<file path="config.mk">
export PLATFORM = sky130hd
export DESIGN_NAME = uart_tx_responder_flat
export DESIGN_NICKNAME = d
export VERILOG_FILES = /design/src/rtl/uart_pkg.sv /design/src/rtl/uart_tx_responder_if.sv /design/src/rtl/sync_fifo.sv /design/src/rtl/uart_tx_responder.sv /design/src/flat_wrapper.sv
export SDC_FILE = /design/constraint.sdc
export NUM_CORES = 1
export LEC_CHECK = 0
export CORE_MARGIN = 4
export CORE_UTILIZATION = 40
export DETAILED_ROUTE_END_ITERATION = 16
export GPL_TIMING_DRIVEN = 1
export SYNTH_ARGS = -nofsm -noshare
export SYNTH_HDL_FRONTEND = slang
export SYNTH_SLANG_ARGS = --single-unit
</file>
<file path="constraint.sdc">
create_clock -name clk -period 4.73 [get_ports clk]
set_input_delay 0.946 -clock clk [delete_from_list [all_inputs] [get_ports clk]]
set_output_delay 0.946 -clock clk [all_outputs]
set_load 0.02 [all_outputs]
</file>
<file path="src/rtl/uart_pkg.sv">
// Shared definitions for the memory-mapped UART transmitter: register map,
// STATUS bit positions, serializer states and the bit-period clamp.
package uart_pkg;

    localparam logic [1:0] REG_DATA   = 2'd0;
    localparam logic [1:0] REG_STATUS = 2'd1;
    localparam logic [1:0] REG_CLKDIV = 2'd2;
    localparam logic [1:0] REG_RSVD   = 2'd3;

    localparam int STAT_FULL      = 0;
    localparam int STAT_EMPTY     = 1;
    localparam int STAT_BUSY      = 2;
    localparam int STAT_LEVEL_LSB = 8;

    typedef enum logic [1:0] {
        S_IDLE,
        S_START,
        S_DATA,
        S_STOP
    } tx_state_t;

    // Divider values below 2 would make a zero/one-cycle bit; clamp them.
    function automatic logic [15:0] eff_div(input logic [15:0] div);
        return (div < 16'd2) ? 16'd2 : div;
    endfunction

endpackage

</file>
<file path="src/rtl/uart_tx_responder_if.sv">
// Native memory-bus link between the processor (master) and the UART (slave).
interface uart_tx_responder_if;

    logic        mem_valid;
    logic [31:0] mem_addr;
    logic [31:0] mem_wdata;
    logic [3:0]  mem_wstrb;
    logic        mem_ready;
    logic [31:0] mem_rdata;

    modport master (
        output mem_valid, mem_addr, mem_wdata, mem_wstrb,
        input  mem_ready, mem_rdata
    );

    modport slave (
        input  mem_valid, mem_addr, mem_wdata, mem_wstrb,
        output mem_ready, mem_rdata
    );

endinterface

</file>
<file path="src/rtl/sync_fifo.sv">
// Single-clock FIFO with a read-enabled registered read port; dout holds the
// popped word from the cycle after pop. A push into a full FIFO is accepted only alongside a pop.
module sync_fifo #(
    parameter  int WIDTH = 8,
    parameter  int DEPTH = 8,
    localparam int AW    = $clog2(DEPTH),
    localparam int LW    = AW + 1
) (
    input  logic             clk,
    input  logic             reset,
    input  logic             push,
    input  logic [WIDTH-1:0] din,
    input  logic             pop,
    output logic [WIDTH-1:0] dout,
    output logic             full,
    output logic             empty,
    output logic [LW-1:0]    level
);

    logic [WIDTH-1:0] mem [DEPTH];
    logic [WIDTH-1:0] dout_reg;
    logic [AW-1:0]    wr_ptr_reg;
    logic [AW-1:0]    rd_ptr_reg;
    logic [LW-1:0]    level_reg;
    logic [LW-1:0]    level_next;
    logic             do_push;
    logic             do_pop;

    assign full    = (level_reg == LW'(DEPTH));
    assign empty   = (level_reg == '0);
    assign do_pop  = pop && !empty;
    assign do_push = push && (!full || do_pop);

    always_comb begin
        level_next = level_reg + LW'(do_push) - LW'(do_pop);
    end

    always_ff @(posedge clk) begin
        if (do_push) begin
            mem[wr_ptr_reg] <= din;
        end
        if (do_pop) begin
            dout_reg <= mem[rd_ptr_reg];
        end
    end

    always_ff @(posedge clk) begin
        if (reset) begin
            wr_ptr_reg <= '0;
            rd_ptr_reg <= '0;
            level_reg  <= '0;
        end else begin
            if (do_push) begin
                wr_ptr_reg <= wr_ptr_reg + AW'(1);
            end
            if (do_pop) begin
                rd_ptr_reg <= rd_ptr_reg + AW'(1);
            end
            level_reg <= level_next;
        end
    end

    assign dout  = dout_reg;
    assign level = level_reg;

endmodule

</file>
<file path="src/rtl/uart_tx_responder.sv">
// Memory-mapped 8N1 UART transmitter: bus decode and register file, TX FIFO,
// and a divider-timed serializer driving uart_tx.
module uart_tx_responder
    import uart_pkg::*;
#(
    parameter logic [31:0] BASE_ADDR   = 32'h0200_0000,
    parameter int          FIFO_DEPTH  = 8,
    parameter logic [15:0] DEFAULT_DIV = 16'd868
) (
    input  logic                 clk,
    input  logic                 reset,
    uart_tx_responder_if.slave   bus,
    output logic                 uart_tx
);

    localparam int LW = $clog2(FIFO_DEPTH) + 1;

    logic           hit;
    logic [1:0]     offset;
    logic           is_write;
    logic           data_push_req;
    logic           ack_next;
    logic           div_wr_en;
    logic [31:0]    status_word;
    logic [31:0]    rdata_next;
    logic           ready_reg;
    logic [31:0]    rdata_reg;
    logic [15:0]    clkdiv_reg;
    logic [15:0]    clkdiv_next;

    logic           fifo_push;
    logic           fifo_pop;
    logic [7:0]     fifo_dout;
    logic           fifo_full;
    logic           fifo_empty;
    logic [LW-1:0]  fifo_level;

    tx_state_t      state_reg;
    tx_state_t      state_next;
    logic [15:0]    cnt_reg;
    logic [15:0]    cnt_next;
    logic [2:0]     bit_reg;
    logic [2:0]     bit_next;
    logic [7:0]     shift_reg;
    logic [7:0]     shift_next;
    logic           tx_reg;
    logic           tx_next;
    logic           load_reg;
    logic [15:0]    bit_len;
    logic           boundary;

    logic           unused_bus;
    assign unused_bus = ^{bus.mem_addr[1:0], bus.mem_wdata[31:16]};

    // A DATA write only stalls when it would push into a full FIFO that is not draining this cycle.
    always_comb begin
        hit           = bus.mem_valid && (bus.mem_addr[31:4] == BASE_ADDR[31:4]);
        offset        = bus.mem_addr[3:2];
        is_write      = |bus.mem_wstrb;
        data_push_req = is_write && (offset == REG_DATA) && bus.mem_wstrb[0];
        ack_next      = hit && !ready_reg && !(data_push_req && fifo_full && !fifo_pop);
        fifo_push     = ack_next && data_push_req;
        div_wr_en     = ack_next && is_write && (offset == REG_CLKDIV);

        status_word                              = '0;
        status_word[STAT_FULL]                   = fifo_full;
        status_word[STAT_EMPTY]                  = fifo_empty;
        status_word[STAT_BUSY]                   = (state_reg != S_IDLE);
        status_word[STAT_LEVEL_LSB +: LW]        = fifo_level;

        rdata_next = '0;
        if (ack_next && !is_write) begin
            case (offset)
                REG_STATUS: rdata_next = status_word;
                REG_CLKDIV: rdata_next = {16'h0000, clkdiv_reg};
                default:    rdata_next = '0;
            endcase
        end
    end

    genvar gi;
    generate
        for (gi = 0; gi < 2; gi++) begin : g_div_lane
            assign clkdiv_next[gi*8 +: 8] = (div_wr_en && bus.mem_wstrb[gi])
                                          ? bus.mem_wdata[gi*8 +: 8]
                                          : clkdiv_reg[gi*8 +: 8];
        end
    endgenerate

    always_ff @(posedge clk) begin
        if (reset) begin
            ready_reg  <= 1'b0;
            rdata_reg  <= '0;
            clkdiv_reg <= DEFAULT_DIV;
        end else begin
            ready_reg  <= ack_next;
            rdata_reg  <= rdata_next;
            clkdiv_reg <= clkdiv_next;
        end
    end

    assign bus.mem_ready = ready_reg;
    assign bus.mem_rdata = rdata_reg;

    sync_fifo #(
        .WIDTH (8),
        .DEPTH (FIFO_DEPTH)
    ) u_fifo (
        .clk   (clk),
        .reset (reset),
        .push  (fifo_push),
        .din   (bus.mem_wdata[7:0]),
        .pop   (fifo_pop),
        .dout  (fifo_dout),
        .full  (fifo_full),
        .empty (fifo_empty),
        .level (fifo_level)
    );

    assign bit_len  = eff_div(clkdiv_reg);
    assign boundary = (cnt_reg <= 16'd1);

    // The popped byte arrives one cycle after the pop; the start bit is always
    // at least two cycles long, so it lands before the first data bit is needed.
    always_comb begin
        state_next = state_reg;
        cnt_next   = cnt_reg;
        bit_next   = bit_reg;
        shift_next = shift_reg;
        tx_next    = tx_reg;
        fifo_pop   = 1'b0;

        if (load_reg) begin
            shift_next = fifo_dout;
        end
        if (state_reg != S_IDLE) begin
            cnt_next = boundary ? bit_len : cnt_reg - 16'd1;
        end

        case (state_reg)
            S_IDLE: begin
                tx_next = 1'b1;
                if (!fifo_empty) begin
                    fifo_pop   = 1'b1;
                    state_next = S_START;
                    cnt_next   = bit_len;
                    tx_next    = 1'b0;
                end
            end
            S_START: begin
                if (boundary) begin
                    state_next = S_DATA;
                    bit_next   = 3'd0;
                    tx_next    = shift_reg[0];
                end
            end
            S_DATA: begin
                if (boundary) begin
                    if (bit_reg == 3'd7) begin
                        state_next = S_STOP;
                        tx_next    = 1'b1;
                    end else begin
                        bit_next   = bit_reg + 3'd1;
                        shift_next = {1'b0, shift_reg[7:1]};
                        tx_next    = shift_reg[1];
                    end
                end
            end
            S_STOP: begin
                if (boundary) begin
                    if (!fifo_empty) begin
                        fifo_pop   = 1'b1;
                        state_next = S_START;
                        tx_next    = 1'b0;
                    end else begin
                        state_next = S_IDLE;
                        tx_next    = 1'b1;
                    end
                end
            end
            default: begin
                state_next = S_IDLE;
                tx_next    = 1'b1;
            end
        endcase
    end

    always_ff @(posedge clk) begin
        if (reset) begin
            state_reg <= S_IDLE;
            cnt_reg   <= 16'd2;
            bit_reg   <= 3'd0;
            shift_reg <= 8'h00;
            tx_reg    <= 1'b1;
            load_reg  <= 1'b0;
        end else begin
            state_reg <= state_next;
            cnt_reg   <= cnt_next;
            bit_reg   <= bit_next;
            shift_reg <= shift_next;
            tx_reg    <= tx_next;
            load_reg  <= fifo_pop;
        end
    end

    assign uart_tx = tx_reg;

endmodule

</file>
<file path="src/flat_wrapper.sv">
// flat-port wrapper written by rule: the top's interface ports become plain ports
module uart_tx_responder_flat import uart_pkg::*;
#(
    parameter logic [31:0] BASE_ADDR   = 32'h0200_0000,
    parameter int          FIFO_DEPTH  = 8,
    parameter logic [15:0] DEFAULT_DIV = 16'd868
)
  (clk, reset, uart_tx, bus_mem_valid, bus_mem_addr, bus_mem_wdata, bus_mem_wstrb, bus_mem_ready, bus_mem_rdata);
  uart_tx_responder_if bus_i ();
  input  logic clk;
  input  logic reset;
  output logic uart_tx;
  input wire logic [$bits(bus_i.mem_valid)-1:0] bus_mem_valid;
  input wire logic [$bits(bus_i.mem_addr)-1:0] bus_mem_addr;
  input wire logic [$bits(bus_i.mem_wdata)-1:0] bus_mem_wdata;
  input wire logic [$bits(bus_i.mem_wstrb)-1:0] bus_mem_wstrb;
  output wire logic [$bits(bus_i.mem_ready)-1:0] bus_mem_ready;
  output wire logic [$bits(bus_i.mem_rdata)-1:0] bus_mem_rdata;
  assign bus_i.mem_valid = bus_mem_valid;
  assign bus_i.mem_addr = bus_mem_addr;
  assign bus_i.mem_wdata = bus_mem_wdata;
  assign bus_i.mem_wstrb = bus_mem_wstrb;
  assign bus_mem_ready = bus_i.mem_ready;
  assign bus_mem_rdata = bus_i.mem_rdata;
  uart_tx_responder #(.BASE_ADDR(BASE_ADDR), .FIFO_DEPTH(FIFO_DEPTH), .DEFAULT_DIV(DEFAULT_DIV)) u_core (.clk(clk), .reset(reset), .bus(bus_i), .uart_tx(uart_tx));
endmodule
</file>
Word-level counts from Yosys, hierarchy flattened
Memory sizes are Yosys's and may differ from the RTL's. A register that Yosys moved wholly into a read port is not among the register bits.
Cells that the tools add are included.
{"block": "op_classes", "reduce_logical": 32, "n_addsub": 6, "mux": 32, "n_eq_ne": 14, "bitwise": 1, "n_div": 0, "n_mul": 0, "order_cmp": 2, "n_shift": 0}
{"op": "16-bit 2-to-1 mux", "n": 5}
{"op": "8-bit 2-to-1 mux", "n": 4}
{"op": "16-bit one-hot mux with 2 select lines", "n": 1}
{"op": "28-bit by 22-bit equality test with 1-bit output (second input constant)", "n": 1}
{"op": "16-bit by 1-bit less-or-equal comparator with 1-bit output (second input constant)", "n": 1}
{"op": "16-bit by 2-bit < comparator with 1-bit output (second input constant)", "n": 1}
{"op": "16-bit by 1-bit subtractor with 16-bit output (second input constant)", "n": 1}
{"op": "1-bit logical AND", "n": 15}
{"op": "1-bit 2-to-1 mux", "n": 10}
{"op": "2-bit 2-to-1 mux", "n": 5}
{"op": "3-bit by 1-bit adder with 3-bit output (second input constant)", "n": 3}
{"op": "3-bit 2-to-1 mux", "n": 3}
{"op": "2-bit by 1-bit inequality test with 1-bit output (second input constant)", "n": 4}
{"op": "2-bit one-hot mux with 4 select lines", "n": 1}
{"op": "2-bit equality test (second input constant)", "n": 3}
{"op": "1-bit logical NOT", "n": 6}
{"op": "3-bit one-hot mux with 2 select lines", "n": 1}
{"op": "5-bit AND reduction", "n": 1}
{"op": "4-bit by 1-bit adder with 4-bit output", "n": 1}
{"op": "2-bit by 1-bit equality test with 1-bit output (second input constant)", "n": 2}
{"op": "4-bit equality test (second input constant)", "n": 1}
{"op": "2-bit logical NOT", "n": 2}
{"op": "4-bit logical NOT", "n": 1}
{"op": "2-bit inequality test (second input constant)", "n": 2}
{"op": "other kinds (11)", "n": 12}
{"block": "word_totals", "romBits": 0, "elab_cells": 101, "latchBits": 0, "inputBits": 71, "out_inout_bits": 34, "register_bits": 90, "n_memories": 1, "ram_bits": 64}
{"memory": "u_core.u_fifo.mem", "words": 8, "word_bits": 8, "rd": 1, "rd_ports_with_merged_regs": 1, "write_ports": 1, "line_no": "sync_fifo.sv:20", "rtl": "logic [WIDTH-1:0] mem [DEPTH];"}

Longest topological paths before layout
Gate-level depths: netlist of the first run.
{"block": "depth", "depth_word": 12, "ltp_mapped": 13, "mapped_depth_nobuf": 13}

Modules after synthesis
Synthesis of the first run repeated with hierarchy kept, for this count alone.
{"block": "hier_totals", "hier_cells": 600, "hier_area_um2": 6809.0}
{"module": "uart_tx_responder", "area_each_um2": 3455.8, "seq_area_each_um2": 1281.2, "n_inst": 1, "cells_each": 413}
{"module": "sync_fifo", "area_each_um2": 3353.2, "seq_area_each_um2": 2362.3, "n_inst": 1, "cells_each": 187}

Worst setup path after synthesis of the first run
Ideal clock, no wire load.
{"block": "synth_path", "path_type": "in2reg", "start": "input bus_mem_addr[20]", "end": "memory u_core.u_fifo.mem[0][0], enable pin", "setup_time_ps": 395, "stages": 5, "arrival_ps": 2680, "required_ps": 4335, "n_path_buf": 0, "setup_slack_ps": 1656, "path_cell_list": "nor4_1 -> and4_1 -> and4_1 -> nand2_1 -> nor4_1"}
{"block": "synth_between", "elab_chain_cells": 8}
{"element": "from (decl)", "line_no": "flat_wrapper.sv:14", "rtl": "input wire logic [$bits(bus_i.mem_addr)-1:0] bus_mem_addr;"}
{"element": "28-bit by 22-bit equality test with 1-bit output", "line_no": "uart_tx_responder.sv:57", "rtl": "hit = bus.mem_valid && (bus.mem_addr[31:4] == BASE_ADDR[31:4]);"}
{"element": "1-bit logical AND", "line_no": "uart_tx_responder.sv:57"}
{"element": "1-bit logical AND (2 in series)", "line_no": "uart_tx_responder.sv:61", "rtl": "ack_next = hit && !ready_reg && !(data_push_req && fifo_full && !fifo_pop);"}
{"element": "1-bit logical AND", "line_no": "uart_tx_responder.sv:62", "rtl": "fifo_push = ack_next && data_push_req;"}
{"element": "1-bit logical AND", "line_no": "sync_fifo.sv:32", "rtl": "assign do_push = push && (!full || do_pop);"}
{"element": "1-bit 2-to-1 mux", "line_no": "sync_fifo.sv:39", "rtl": "if (do_push) begin"}
{"element": "1-bit 2-to-1 mux (implied by the code)", "line_no": "sync_fifo.sv:40", "rtl": "mem[wr_ptr_reg] <= din;"}
{"element": "to (decl)", "line_no": "sync_fifo.sv:20"}
Every way passes these cells.

Worst setup path in the final report of the first run
{"block": "layout_path", "start": "input bus_mem_addr[27]", "end": "register u_core.u_fifo.level_reg[2] (netlist: u_core.u_fifo.level[2])"}
{"block": "layout_between", "elab_chain_cells": 8}
{"element": "28-bit by 22-bit equality test with 1-bit output", "line_no": "uart_tx_responder.sv:57"}
{"element": "1-bit logical AND", "line_no": "uart_tx_responder.sv:57"}
{"element": "1-bit logical AND (2 in series)", "line_no": "uart_tx_responder.sv:61"}
{"element": "1-bit logical AND", "line_no": "uart_tx_responder.sv:62"}
{"element": "1-bit logical AND", "line_no": "sync_fifo.sv:32"}
{"element": "4-bit by 1-bit adder with 4-bit output", "line_no": "sync_fifo.sv:35", "rtl": "level_next = level_reg + LW'(do_push) - LW'(do_pop);"}
{"element": "4-bit by 1-bit subtractor with 4-bit output", "line_no": "sync_fifo.sv:35"}
{"element": "to (signal assigned)", "line_no": "sync_fifo.sv:59", "rtl": "level_reg <= level_next;"}
{"element": "to (decl)", "line_no": "sync_fifo.sv:24", "rtl": "logic [LW-1:0] level_reg;"}
Every way passes these cells.
A chain may end at the register's enable or synchronous reset.

==> reports/qor.log, run 1 <==
INFO  critical_path  reg2regPathDepth=12
INFO  critical_path  crit_path_max_incr_delay=0.40ns
INFO  placement      gp_congestion=0.8684
INFO  timing         tightestPinTransition=0.9790ns
INFO  drt            drt_pass1_iterations=5
INFO  critical_path  critPathKind=in2reg
INFO  critical_path  crit_path_start_kind=input port
INFO  synth          synth.most_common_cell=sky130_fd_sc_hd__dfxtp_1
INFO  pwr            cellPowerDensity=534.2mW/mm^2
INFO  drt            drc_markers=0
INFO  placement      placement.setup.worst_slack=0.9592ns
INFO  run_status     result_of_the_run=complete, no violations
INFO  timing         achievable-frequency=301.3MHz
INFO  worst_hold_path hold-path-endpoint=u_core.uart_tx
INFO  synth          synth.lib_cells_used.distinct=64
INFO  critical_path  critical-path-top-delay-family=simple AND/OR/NAND/NOR gates
INFO  cells_and_area stdcell_count=876
INFO  cells_and_area most_flops_register=u_core.u_fifo.mem
INFO  pwr            power.leakage=2.875nW
INFO  clock_network  clock_tree.htree_level_count=4
INFO  synth          synth_enable_flop_cells=72
INFO  critical_path  cp_slowest_cell=sky130_fd_sc_hd__clkdlybuf4s50_1
INFO  critical_path  cp_data_required_time=5.02ns
INFO  timing         timing.final.crit_period=3.319ns
INFO  synth          synthSimpleGateAreaFrac=0.1513
INFO  synth          ys_async_rst_share=0
INFO  drt            finalWirelength=15.29mm
INFO  placement      io_buffer_count=70
INFO  critical_path  crit_path_cell_trace=clkdlybuf4s50_1, nor4_1, and4_1, and4_1, nand2_1, ha_1, inv_1, ha_1, inv_1, fa_1, xor2_1, nor2_1
INFO  critical_path  critPathBufInv=3
INFO  worst_hold_path min_path_type=reg2reg
INFO  critical_path  ff2ff_setup_slack=1.49ns
INFO  global_route   overall_routing_resource_usage=0.1697
INFO  synth          synth_sequential_area_ratio=0.5466
INFO  clock_network  cts_resized=0
INFO  placement      place_hpwl=10.75mm
INFO  timing         rsz0062_at_grt=no
INFO  critical_path  critPathMaxFanout=5
INFO  timing         setup_viol=0
INFO  die            placeableCoreArea=0.01612sqmm
INFO  timing         finalMaxSlewViolations=0
INFO  synth          ys_seq_elements=146
INFO  die            standard_cell_rows=46
INFO  die            initial_standard_cell_utilization_of_the_core=0.4136
INFO  flow_run       timing.max_cap.violations=0
INFO  die            die_h=137.1microns
INFO  drt            wl_per_cell=17.46microns
INFO  die            dieArea=0.01879sqmm
INFO  critical_path  rr_startpoint=u_core.cnt_reg[0]
INFO  clock_network  postCtsSetupBuffers=0
INFO  global_route   maximum_number_of_pins_on_one_net_before_global_route_repair=46
INFO  pwr            vdd_ir_drop_max=0.2872mV
INFO  synth          synth.area.top_cells=sky130_fd_sc_hd__edfxtp_1 (32%), sky130_fd_sc_hd__dfxtp_1 (22%), sky130_fd_sc_hd__mux4_2 (5.4%)
INFO  global_route   grt_first_pass_wirelength=24.56mm
INFO  drt            detailedRoute.firstIterationViolations=394
INFO  clock_network  clk_root_buffer_cell=sky130_fd_sc_hd__clkbuf_16
INFO  synth          synth-adder-area-share=0.03867
INFO  timing         hold_viol=0
INFO  synth          synth_top_cells_by_count=sky130_fd_sc_hd__dfxtp_1 (74), sky130_fd_sc_hd__edfxtp_1 (72), sky130_fd_sc_hd__nor2_1 (40)
INFO  clock_network  path_clk_slew=0.06ns
INFO  placement      numPlacedInstances=844
INFO  synth          synthesized_area_fraction_occupied_by_ao_oa_aoi_and_oai_cells=0.1047
INFO  cells_and_area post-route-util=0.5090
INFO  clock_network  cts.sinks=146
INFO  synth          yosysTopAreaCell=sky130_fd_sc_hd__edfxtp_1
INFO  worst_hold_path holdPathStages=1
INFO  drt            count_of_nets_left_with_antenna_violations_after_detail_routing=0
INFO  timing         slew-limit-headroom=0.3450
INFO  synth          dominant_combinational_cell_family_by_area_after_synthesis=simple AND/OR/NAND/NOR gates
INFO  synth          ys.warnings.count=0
INFO  drt            num_vias=4814
INFO  synth          number_of_standard_cells_after_synthesis=574
INFO  critical_path  crit_end_category=register
INFO  synth          synthFlopType=sky130_fd_sc_hd__dfxtp_1
INFO  worst_hold_path hold_path_startpoint=u_core.uart_tx
INFO  synth          synth_xor_area_frac=0.01314
INFO  clock_network  cts.hold.buffers_added=0
INFO  synth          mappedNetlistArea=0.006665sqmm
INFO  clock_network  clock_path_buffers=2
INFO  cells_and_area area_growth_syn_to_layout=23.07%
INFO  timing         worst_hold_slack=0.4731ns
INFO  cells_and_area final_net_count=738
INFO  global_route   via_count_of_the_first_global_routing_pass=4758
INFO  clock_network  clk-insertion-delay-late=0.42ns
INFO  clock_network  cts_tree=done
INFO  cells_and_area largest_reg_flops=64
INFO  timing         layout_worst_path_cycle_share=0.7017
INFO  cells_and_area n_fill_cell=1439
INFO  timing         clock-skew-final=0.01300ns
INFO  synth          synth_top_area_frac=0.3244
INFO  timing         final.setup.worst_slack=1.411ns
INFO  clock_network  numCtsBuffers=17
INFO  timing         totalNegativeSetupSlack=0ns
INFO  critical_path  crit_path_dat=3.60ns
INFO  cells_and_area layout-drive-gt1-share=0.1348
INFO  die            die_w=137.1microns
INFO  synth          syn_avg_cell_area=11.61squm
INFO  global_route   antenna_found_initial=0
INFO  die            io_pins=105
INFO  drt            via_per_inst=5.495
INFO  cells_and_area ant_cells=0
INFO  global_route   grt_overflow=0
INFO  critical_path  worst_r2r_endpoint=u_core.u_fifo.level[2]
INFO  synth          multiplexer_fraction_of_the_synthesized_cell_area=0.09949
==> worst max path at each step <==
stage / to / startpoint / cells past startpoint / slack (ns)
2_1_floorplan: u_core.u_fifo.mem[0][0] / bus_mem_addr[20] / 5 / 1.66
3_3_place_gp: u_core.u_fifo.level[2] / bus_mem_addr[27] / 12 / 1.02
3_5_place_dp: u_core.u_fifo.level[2] / bus_mem_addr[27] / 12 / 0.96
4_1_cts: u_core.u_fifo.level[2] / bus_mem_addr[27] / 12 / 1.39
5_1_grt: u_core.u_fifo.level[2] / bus_mem_addr[27] / 12 / 1.16
6_report: u_core.u_fifo.level[2] / bus_mem_addr[27] / 12 / 1.41
==> power breakdown <==
part	internal (mW)	switching (mW)	leakage (nW)
registers	1.49	0.161	1.25
clock network	0.944	0.516	0.320
logic	0.533	0.736	1.30
total	2.97	1.41	2.88
==> per-layer routing <==
layer	routed length (microns)	GRT usage
met1	6972	0.2304
met2	7283	0.2717
met3	791	0.02868
met4	244	0.06652
met5	0	0
==> stage by stage <==
step                      instance area, sq um  total power, mW
after floorplan                           6721            2.580
after detailed placement                  7543            2.921
after CTS                                 8203            4.396
final                                     8203            4.382
after global routing                      8203            4.616
after global placement                    7543            2.888
==> area by class of cell <==
cell class | instances | area [sq um] | area share
flip-flops and latches | 146 | 3643 | 0.4442
multi-input cells | 381 | 2775 | 0.3383
clock inverters | 9 | 137.6 | 0.01678
inverters | 21 | 78.83 | 0.009610
clock buffers | 23 | 521.8 | 0.06361
well taps | 216 | 270.3 | 0.03295
repair buffers | 80 | 775.7 | 0.09457
==> cell families (layout without fill, tap and decap cells) <==
| group | after synthesis | after routing |
|---|---|---|
| xor gates and xnor gates | 10 | 10 |
| AOI/OAI and AO/OA | 106 | 106 |
| other | 1 | 16 |
| adders and majority gates | 20 | 20 |
| and+or+nand+nor | 184 | 184 |
| buffers and inverters | 62 | 133 |
| muxes | 45 | 45 |
| DFF | 146 | 146 |
==> placed cells by master (no fill, tap or decap), types with 6 or more instances in the layout <==
| cell | netlist | final |
|---|---|---|
| sky130_fd_sc_hd__mux2_2 | 10 | 10 |
| sky130_fd_sc_hd__nand3_1 | 16 | 16 |
| sky130_fd_sc_hd__nand2_1 | 34 | 34 |
| sky130_fd_sc_hd__nor2_1 | 40 | 40 |
| sky130_fd_sc_hd__a22oi_1 | 11 | 11 |
| sky130_fd_sc_hd__ha_1 | 19 | 19 |
| sky130_fd_sc_hd__edfxtp_1 | 72 | 72 |
| sky130_fd_sc_hd__clkbuf_16 | 0 | 20 |
| sky130_fd_sc_hd__clkdlybuf4s50_1 | 0 | 70 |
| sky130_fd_sc_hd__dfxtp_1 | 74 | 74 |
| sky130_fd_sc_hd__and2_1 | 11 | 11 |
| sky130_fd_sc_hd__a211oi_1 | 13 | 13 |
| sky130_fd_sc_hd__buf_4 | 16 | 10 |
| sky130_fd_sc_hd__conb_1 | 1 | 16 |
| sky130_fd_sc_hd__mux2i_1 | 19 | 19 |
| sky130_fd_sc_hd__nor3_1 | 18 | 18 |
| sky130_fd_sc_hd__inv_1 | 21 | 21 |
| sky130_fd_sc_hd__mux4_2 | 16 | 16 |
| sky130_fd_sc_hd__xnor2_1 | 6 | 6 |
| sky130_fd_sc_hd__o21ai_0 | 25 | 25 |
| sky130_fd_sc_hd__a21oi_1 | 23 | 23 |
| sky130_fd_sc_hd__nor2_2 | 7 | 7 |
| sky130_fd_sc_hd__nand4_1 | 10 | 10 |
| sky130_fd_sc_hd__nor4_1 | 14 | 14 |
Power figures use the tool's default switching activity.
==> run 2, diff against run 1 <==
==> constraint.sdc (replaced) <==
create_clock -name clk -period 3.1 [get_ports clk]
set_input_delay 0.62 -clock clk [delete_from_list [all_inputs] [get_ports clk]]
set_output_delay 0.62 -clock clk [all_outputs]
set_load 0.02 [all_outputs]
==> run 2 against run 1 <==
Effect of this change:
- combinational power increased by 64%
- utilization grew 0.54 points
- hold slack improved by 0.018 ns
- wire length is 1.1% higher
- critical path type is now reg2reg
- largest cell class unchanged
- largest power group unchanged
==> reports/qor.log, run 2 (synthesis results as in run 1) <==
INFO  cells_and_area most_flops_register=u_core.u_fifo.mem
INFO  global_route   overall_routing_resource_usage=0.1765
INFO  die            die_w=137.1microns
INFO  clock_network  cts_resized=0
INFO  global_route   grt_first_pass_wirelength=25.30mm
INFO  die            standard_cell_rows=46
INFO  pwr            vdd_ir_drop_max=0.3600mV
INFO  drt            num_vias=4849
INFO  drt            count_of_nets_left_with_antenna_violations_after_detail_routing=0
INFO  global_route   via_count_of_the_first_global_routing_pass=4888
INFO  timing         finalMaxSlewViolations=0
INFO  clock_network  clk-insertion-delay-late=0.42ns
INFO  placement      gp_congestion=0.8819
INFO  placement      numPlacedInstances=870
INFO  timing         rsz0062_at_grt=no
INFO  cells_and_area n_fill_cell=1426
INFO  drt            via_per_inst=5.376
INFO  cells_and_area post-route-util=0.5144
INFO  placement      place_hpwl=11.11mm
INFO  worst_hold_path min_path_type=reg2reg
INFO  global_route   antenna_found_initial=0
INFO  run_status     result_of_the_run=complete, no violations
INFO  clock_network  postCtsSetupBuffers=0
INFO  critical_path  crit_path_cell_trace=inv_1, ha_1, or3b_2, nand3_1, o21ai_0, nand2_1, ha_1, inv_1, ha_1, inv_1, fa_1, xor2_1, nor2_1
INFO  timing         tightestPinTransition=0.8314ns
INFO  timing         clock-skew-final=0.009604ns
INFO  clock_network  cts.hold.buffers_added=0
INFO  clock_network  clk_root_buffer_cell=sky130_fd_sc_hd__clkbuf_16
INFO  worst_hold_path holdPathStages=2
INFO  timing         slew-limit-headroom=0.4450
INFO  critical_path  critPathMaxFanout=5
INFO  cells_and_area regArea=0.003643sqmm
INFO  critical_path  cp_data_required_time=3.39ns
INFO  cells_and_area final_net_count=764
INFO  die            dieArea=0.01879sqmm
INFO  critical_path  critPathKind=reg2reg
INFO  clock_network  numCtsBuffers=17
INFO  cells_and_area stdcell_count=902
INFO  clock_network  clock_path_buffers=2
INFO  drt            detailedRoute.firstIterationViolations=421
INFO  critical_path  crit_path_start_kind=register
INFO  die            initial_standard_cell_utilization_of_the_core=0.4136
INFO  cells_and_area layout-drive-gt1-share=0.1691
INFO  cells_and_area ant_cells=0
INFO  pwr            power.leakage=2.944nW
INFO  cells_and_area mostFrequentLayoutCell=sky130_fd_sc_hd__dfxtp_1
INFO  die            die_h=137.1microns
INFO  die            io_pins=105
INFO  clock_network  path_clk_slew=0.06ns
INFO  clock_network  cts.sinks=146
INFO  timing         layout_worst_path_cycle_share=0.9257
INFO  critical_path  crit_end_category=register
INFO  drt            wl_per_cell=17.14microns
INFO  critical_path  cp.depth=13
INFO  cells_and_area most-common-layout-cells=sky130_fd_sc_hd__dfxtp_1 (74), sky130_fd_sc_hd__edfxtp_1 (72), sky130_fd_sc_hd__clkdlybuf4s50_1 (70)
INFO  timing         hold_viol=0
INFO  timing         timing.final.crit_period=2.870ns
INFO  critical_path  cp_slowest_cell=sky130_fd_sc_hd__or3b_2
INFO  timing         setup_viol=0
INFO  clock_network  clock_tree.htree_level_count=4
INFO  drt            finalWirelength=15.46mm
INFO  critical_path  crit_path_max_incr_delay=0.53ns
INFO  drt            drt_pass1_iterations=5
INFO  global_route   maximum_number_of_pins_on_one_net_before_global_route_repair=45
INFO  clock_network  cts_tree=done
INFO  critical_path  crit_path_dat=3.16ns
INFO  critical_path  reg2regPathDepth=13
INFO  cells_and_area multi_input_area=0.002775sqmm
INFO  cells_and_area area_growth_syn_to_layout=24.37%
INFO  flow_run       timing.max_cap.violations=0
INFO  die            placeableCoreArea=0.01612sqmm
INFO  drt            drc_markers=0
INFO  pwr            cellPowerDensity=780.0mW/mm^2
INFO  placement      io_buffer_count=70
INFO  timing         achievable-frequency=348.5MHz
INFO  global_route   grt_overflow=0
INFO  critical_path  critical-path-top-delay-family=adder cells
INFO  critical_path  critPathBufInv=3
INFO  cells_and_area largest_reg_flops=64
==> run 2: changes by cell type in the layout (fill, tap and decap cells not counted), sizes merged <==
cell and change:
buf +26, bufinv -3, clkbuf -6, clkinv +3
clkinvlp +3, inv +3
==> run 2: tightest hold or removal path: stages, from the launching register on <==
cell and delay, ns:
sky130_fd_sc_hd__dfxtp_1 0.32, sky130_fd_sc_hd__inv_1 0.05, sky130_fd_sc_hd__a221oi_1 0.06
==> run 2: final timing paths <==
check	start	end	slack (ns)
setup / recovery	u_core.u_fifo.level[2]	u_core.u_fifo.level[2]	0.23
hold / removal	u_core.bit_reg[2]	u_core.bit_reg[2]	0.49
setup reg to reg	u_core.u_fifo.level[2]	u_core.u_fifo.level[2]	0.23
hold reg to reg	u_core.bit_reg[2]	u_core.bit_reg[2]	0.49
==> run 2: per-stage QoR <==
stage	hold WS (ns)	power, mW	setup TNS, ns	worst slack [ns]	area, sq um
floorplan	0.4450	3.937	0	0.3425	6721
global placement	0.4608	4.548	-0.2575	-0.1393	7739
detailed placement	0.4827	4.597	-0.3351	-0.1626	7739
CTS	0.4922	6.499	0	0.2402	8289
global route	0.5206	6.877	0	0.05144	8289
finish	0.4914	6.466	0	0.2305	8289
==> run 2: power breakdown <==
group	switching, mW	internal [mW]	leakage (nW)
combinational	1.15	0.923	1.43
clock	0.840	1.04	0.260
sequential	0.233	2.27	1.25
total	2.23	4.24	2.94
==> run 2: final cells by class <==
cell class | count | area share
multi-input cells | 381 | 0.3348
inverters | 21 | 0.009509
flip-flops and latches | 146 | 0.4395
clock inverters | 15 | 0.01509
repair buffers | 106 | 0.1171
well taps | 216 | 0.03260
clock buffers | 17 | 0.05132
==> run 2: layer usage <==
layer	vias to the layer above	GRT usage	wire (microns)
met5	-	0	0
met4	0	0.06984	332
met3	25	0.03860	971
met2	173	0.2817	7358
met1	2318	0.2342	6795
li1	2333	-	-
==> run 3, diff against run 2 <==
==> constraint.sdc (replaced) <==
create_clock -name clk -period 2.68 [get_ports clk]
set_input_delay 0.536 -clock clk [delete_from_list [all_inputs] [get_ports clk]]
set_output_delay 0.536 -clock clk [all_outputs]
set_load 0.05 [all_outputs]
==> run 3 against run 2 <==
Effect of this change:
- first-iteration DRC count is 24% lower
- hold slack lost 0.0056 ns
- via count rose by 4.0%
- wire length increased by 6.6%
- clock skew down 0.00095 ns
- total power is 29% higher
- cell area up 5.6%
- critical path depth is 2 lower
==> reports/qor.log, run 3 (synthesis results as in run 1) <==
INFO  critical_path  setup.worst_path.end=u_core.u_fifo.level[1]
INFO  die            placeableCoreArea=0.01612sqmm
INFO  critical_path  worst_r2r_endpoint=u_core.u_fifo.level[1]
INFO  critical_path  reg2regPathDepth=11
INFO  timing         setup_viol=0
INFO  clock_network  clk_root_buffer_cell=sky130_fd_sc_hd__clkbuf_16
INFO  die            initial_standard_cell_utilization_of_the_core=0.4136
INFO  timing         clock-skew-final=0.008658ns
INFO  global_route   antenna_found_initial=0
INFO  cells_and_area layout-drive-gt1-share=0.2264
INFO  global_route   maximum_number_of_pins_on_one_net_before_global_route_repair=46
INFO  clock_network  cts_tree=done
INFO  placement      io_buffer_count=70
INFO  pwr            sequentialPowerShare=0.340
INFO  critical_path  timing.critical_path.mode_cell=sky130_fd_sc_hd__inv_1
INFO  global_route   grt_overflow=0
INFO  cells_and_area n_fill_cell=1358
INFO  die            dieArea=0.01879sqmm
INFO  pwr            relative_contribution_of_the_clock_network_to_total_power=0.316
INFO  placement      placement.setup.worst_slack=-0.5064ns
INFO  critical_path  critPathMaxFanout=2
INFO  placement      place_hpwl=11.72mm
INFO  critical_path  critPathKind=in2reg
INFO  pwr            power.internal=5.613mW
INFO  critical_path  rr_startpoint=u_core.state_reg[0]
INFO  pwr            vdd_ir_drop_max=0.5071mV
INFO  clock_network  clock_path_buffers=2
INFO  critical_path  crit_path_dat=2.89ns
INFO  cells_and_area largest_reg_flops=64
INFO  flow_run       timing.max_cap.violations=0
INFO  clock_network  numCtsBuffers=17
INFO  placement      numPlacedInstances=899
INFO  worst_hold_path holdPathStages=2
INFO  clock_network  path_clk_slew=0.06ns
INFO  timing         slew-limit-headroom=0.5795
INFO  drt            wl_per_cell=17.61microns
INFO  drt            via_per_inst=5.388
INFO  drt            num_vias=5043
INFO  timing         achievable-frequency=384.1MHz
INFO  die            die_w=137.1microns
INFO  global_route   grt_first_pass_wirelength=26.03mm
INFO  critical_path  crit_path_max_incr_delay=0.51ns
INFO  drt            drt_pass1_iterations=5
INFO  cells_and_area final_net_count=798
INFO  cells_and_area post-route-util=0.5430
INFO  worst_hold_path min_path_type=reg2reg
INFO  drt            count_of_nets_left_with_antenna_violations_after_detail_routing=0
INFO  critical_path  cp_slowest_cell=sky130_fd_sc_hd__fa_2
INFO  timing         timing.final.crit_period=2.604ns
INFO  timing         worst_hold_slack=0.4858ns
INFO  timing         tightestPinTransition=0.6308ns
INFO  timing         finalMaxSlewViolations=0
INFO  die            die_h=137.1microns
INFO  critical_path  cp_data_required_time=2.96ns
INFO  pwr            cellPowerDensity=950.2mW/mm^2
INFO  pwr            power.leakage=3.220nW
INFO  pwr            switching_share=0.3249
INFO  timing         layout_worst_path_cycle_share=0.9715
INFO  pwr            power.combinational.fraction=0.344
INFO  drt            detailedRoute.firstIterationViolations=318
INFO  critical_path  ff2ff_setup_slack=0.09ns
INFO  global_route   via_count_of_the_first_global_routing_pass=5049
INFO  die            standard_cell_rows=46
INFO  clock_network  clk-insertion-delay-late=0.42ns
INFO  cells_and_area area_growth_syn_to_layout=31.29%
INFO  die            io_pins=105
INFO  timing         final.setup.worst_slack=0.07632ns
INFO  critical_path  crit_path_start_kind=input port
INFO  cells_and_area stdcell_count=936
INFO  run_status     result_of_the_run=complete, no violations
INFO  cells_and_area ant_cells=0
INFO  clock_network  clock_tree.htree_level_count=4
INFO  clock_network  cts.sinks=146
INFO  cells_and_area mostFrequentLayoutCell=sky130_fd_sc_hd__dfxtp_1
INFO  drt            finalWirelength=16.48mm
INFO  global_route   overall_routing_resource_usage=0.1810
INFO  placement      gp_congestion=0.8390
INFO  timing         hold_viol=0
INFO  critical_path  timing.critical_path.from=bus_mem_addr[21]
INFO  pwr            power.net_switching=2.702mW
INFO  critical_path  crit_path_cell_trace=clkdlybuf4s50_1, nor4b_2, and4_1, and4_4, nand2_4, ha_4, inv_1, ha_2, inv_1, fa_2, nor2_1
INFO  critical_path  crit_end_category=register
INFO  cells_and_area most-common-layout-cells=sky130_fd_sc_hd__dfxtp_1 (73), sky130_fd_sc_hd__edfxtp_1 (72), sky130_fd_sc_hd__buf_4 (70)
INFO  cells_and_area most_flops_register=u_core.u_fifo.mem
INFO  drt            drc_markers=0
-- run 3: cell count changes in the layout (fill, tap and decap cells not counted), sizes merged --
cell	delta
clkbuf	+1
bufinv	+5
inv	-2
buf	+34
clkinvlp	-4
clkdlybuf4s50	-3
dlymetal6s2s	+3
-- run 3: through the flow --
stage | instance area, sq um | power, mW | setup TNS, ns
floorplan | 6734 | 4.625 | 0
global placement | 7969 | 5.518 | -4.146
detailed placement | 7969 | 5.576 | -12.45
CTS | 8662 | 8.254 | 0
global route | 8751 | 8.757 | -0.02886
finish | 8751 | 8.315 | 0
-- run 3: timing repair --
action,in CTS,in global routing
pin swaps,4,6
setup buffers,2,3
resized for setup,5,18
setup endpoints to repair,3,3
hold buffers,0,0
cloned,0,0
-- run 3: how the worst min path moves through the flow --
stage / end / startpoint
CTS: u_core.bit_reg[1] / u_core.bit_reg[1]
detailed placement: u_core.bit_reg[1] / u_core.bit_reg[1]
global route: u_core.bit_reg[2] / u_core.bit_reg[2]
floorplan: u_core.bus.mem_rdata[13] / u_core.clkdiv_reg[13]
finish: u_core.bit_reg[2] / u_core.bit_reg[2]
global placement: u_core.bit_reg[2] / u_core.bit_reg[2]
-- run 3: worst max-delay path: cells and delay by family --
family	cells	cell delay (ns)
adders and majority gates	3	0.90
buffers and inverters	3	0.51
and+or+nand+nor	5	0.92
-- run 3: per-layer routing --
layer | global-route usage | vias up | wire, microns
li1 | - | 2407 | -
met1 | 0.2332 | 2451 | 7248
met2 | 0.2992 | 166 | 8073
met3 | 0.04154 | 19 | 930
met4 | 0.06430 | 0 | 227
met5 | 0 | - | 0
-- run 3: power groups by stage --
stage          clock network (mW)  logic (mW)  registers, mW
6_report                     2.62        2.86           2.83
5_1_grt                      2.75        3.15           2.86
4_1_cts                      2.67        2.77           2.82
3_5_place_dp                    0        2.71           2.86
3_3_place_gp                    0        2.67           2.85
2_1_floorplan                   0        1.78           2.84
-- run 3: area by class of cell --
type                            count  area, sq um  area share
Sequential cell                   146         3645      0.4165
Multi-Input combinational cell    381         2868      0.3277
Timing Repair Buffer              140         1234      0.1410
Clock buffer                       18        429.2     0.04904
Tap cell                          216        270.3     0.03088
Clock inverter                     14        226.5     0.02588
Inverter                           21        78.83    0.009008
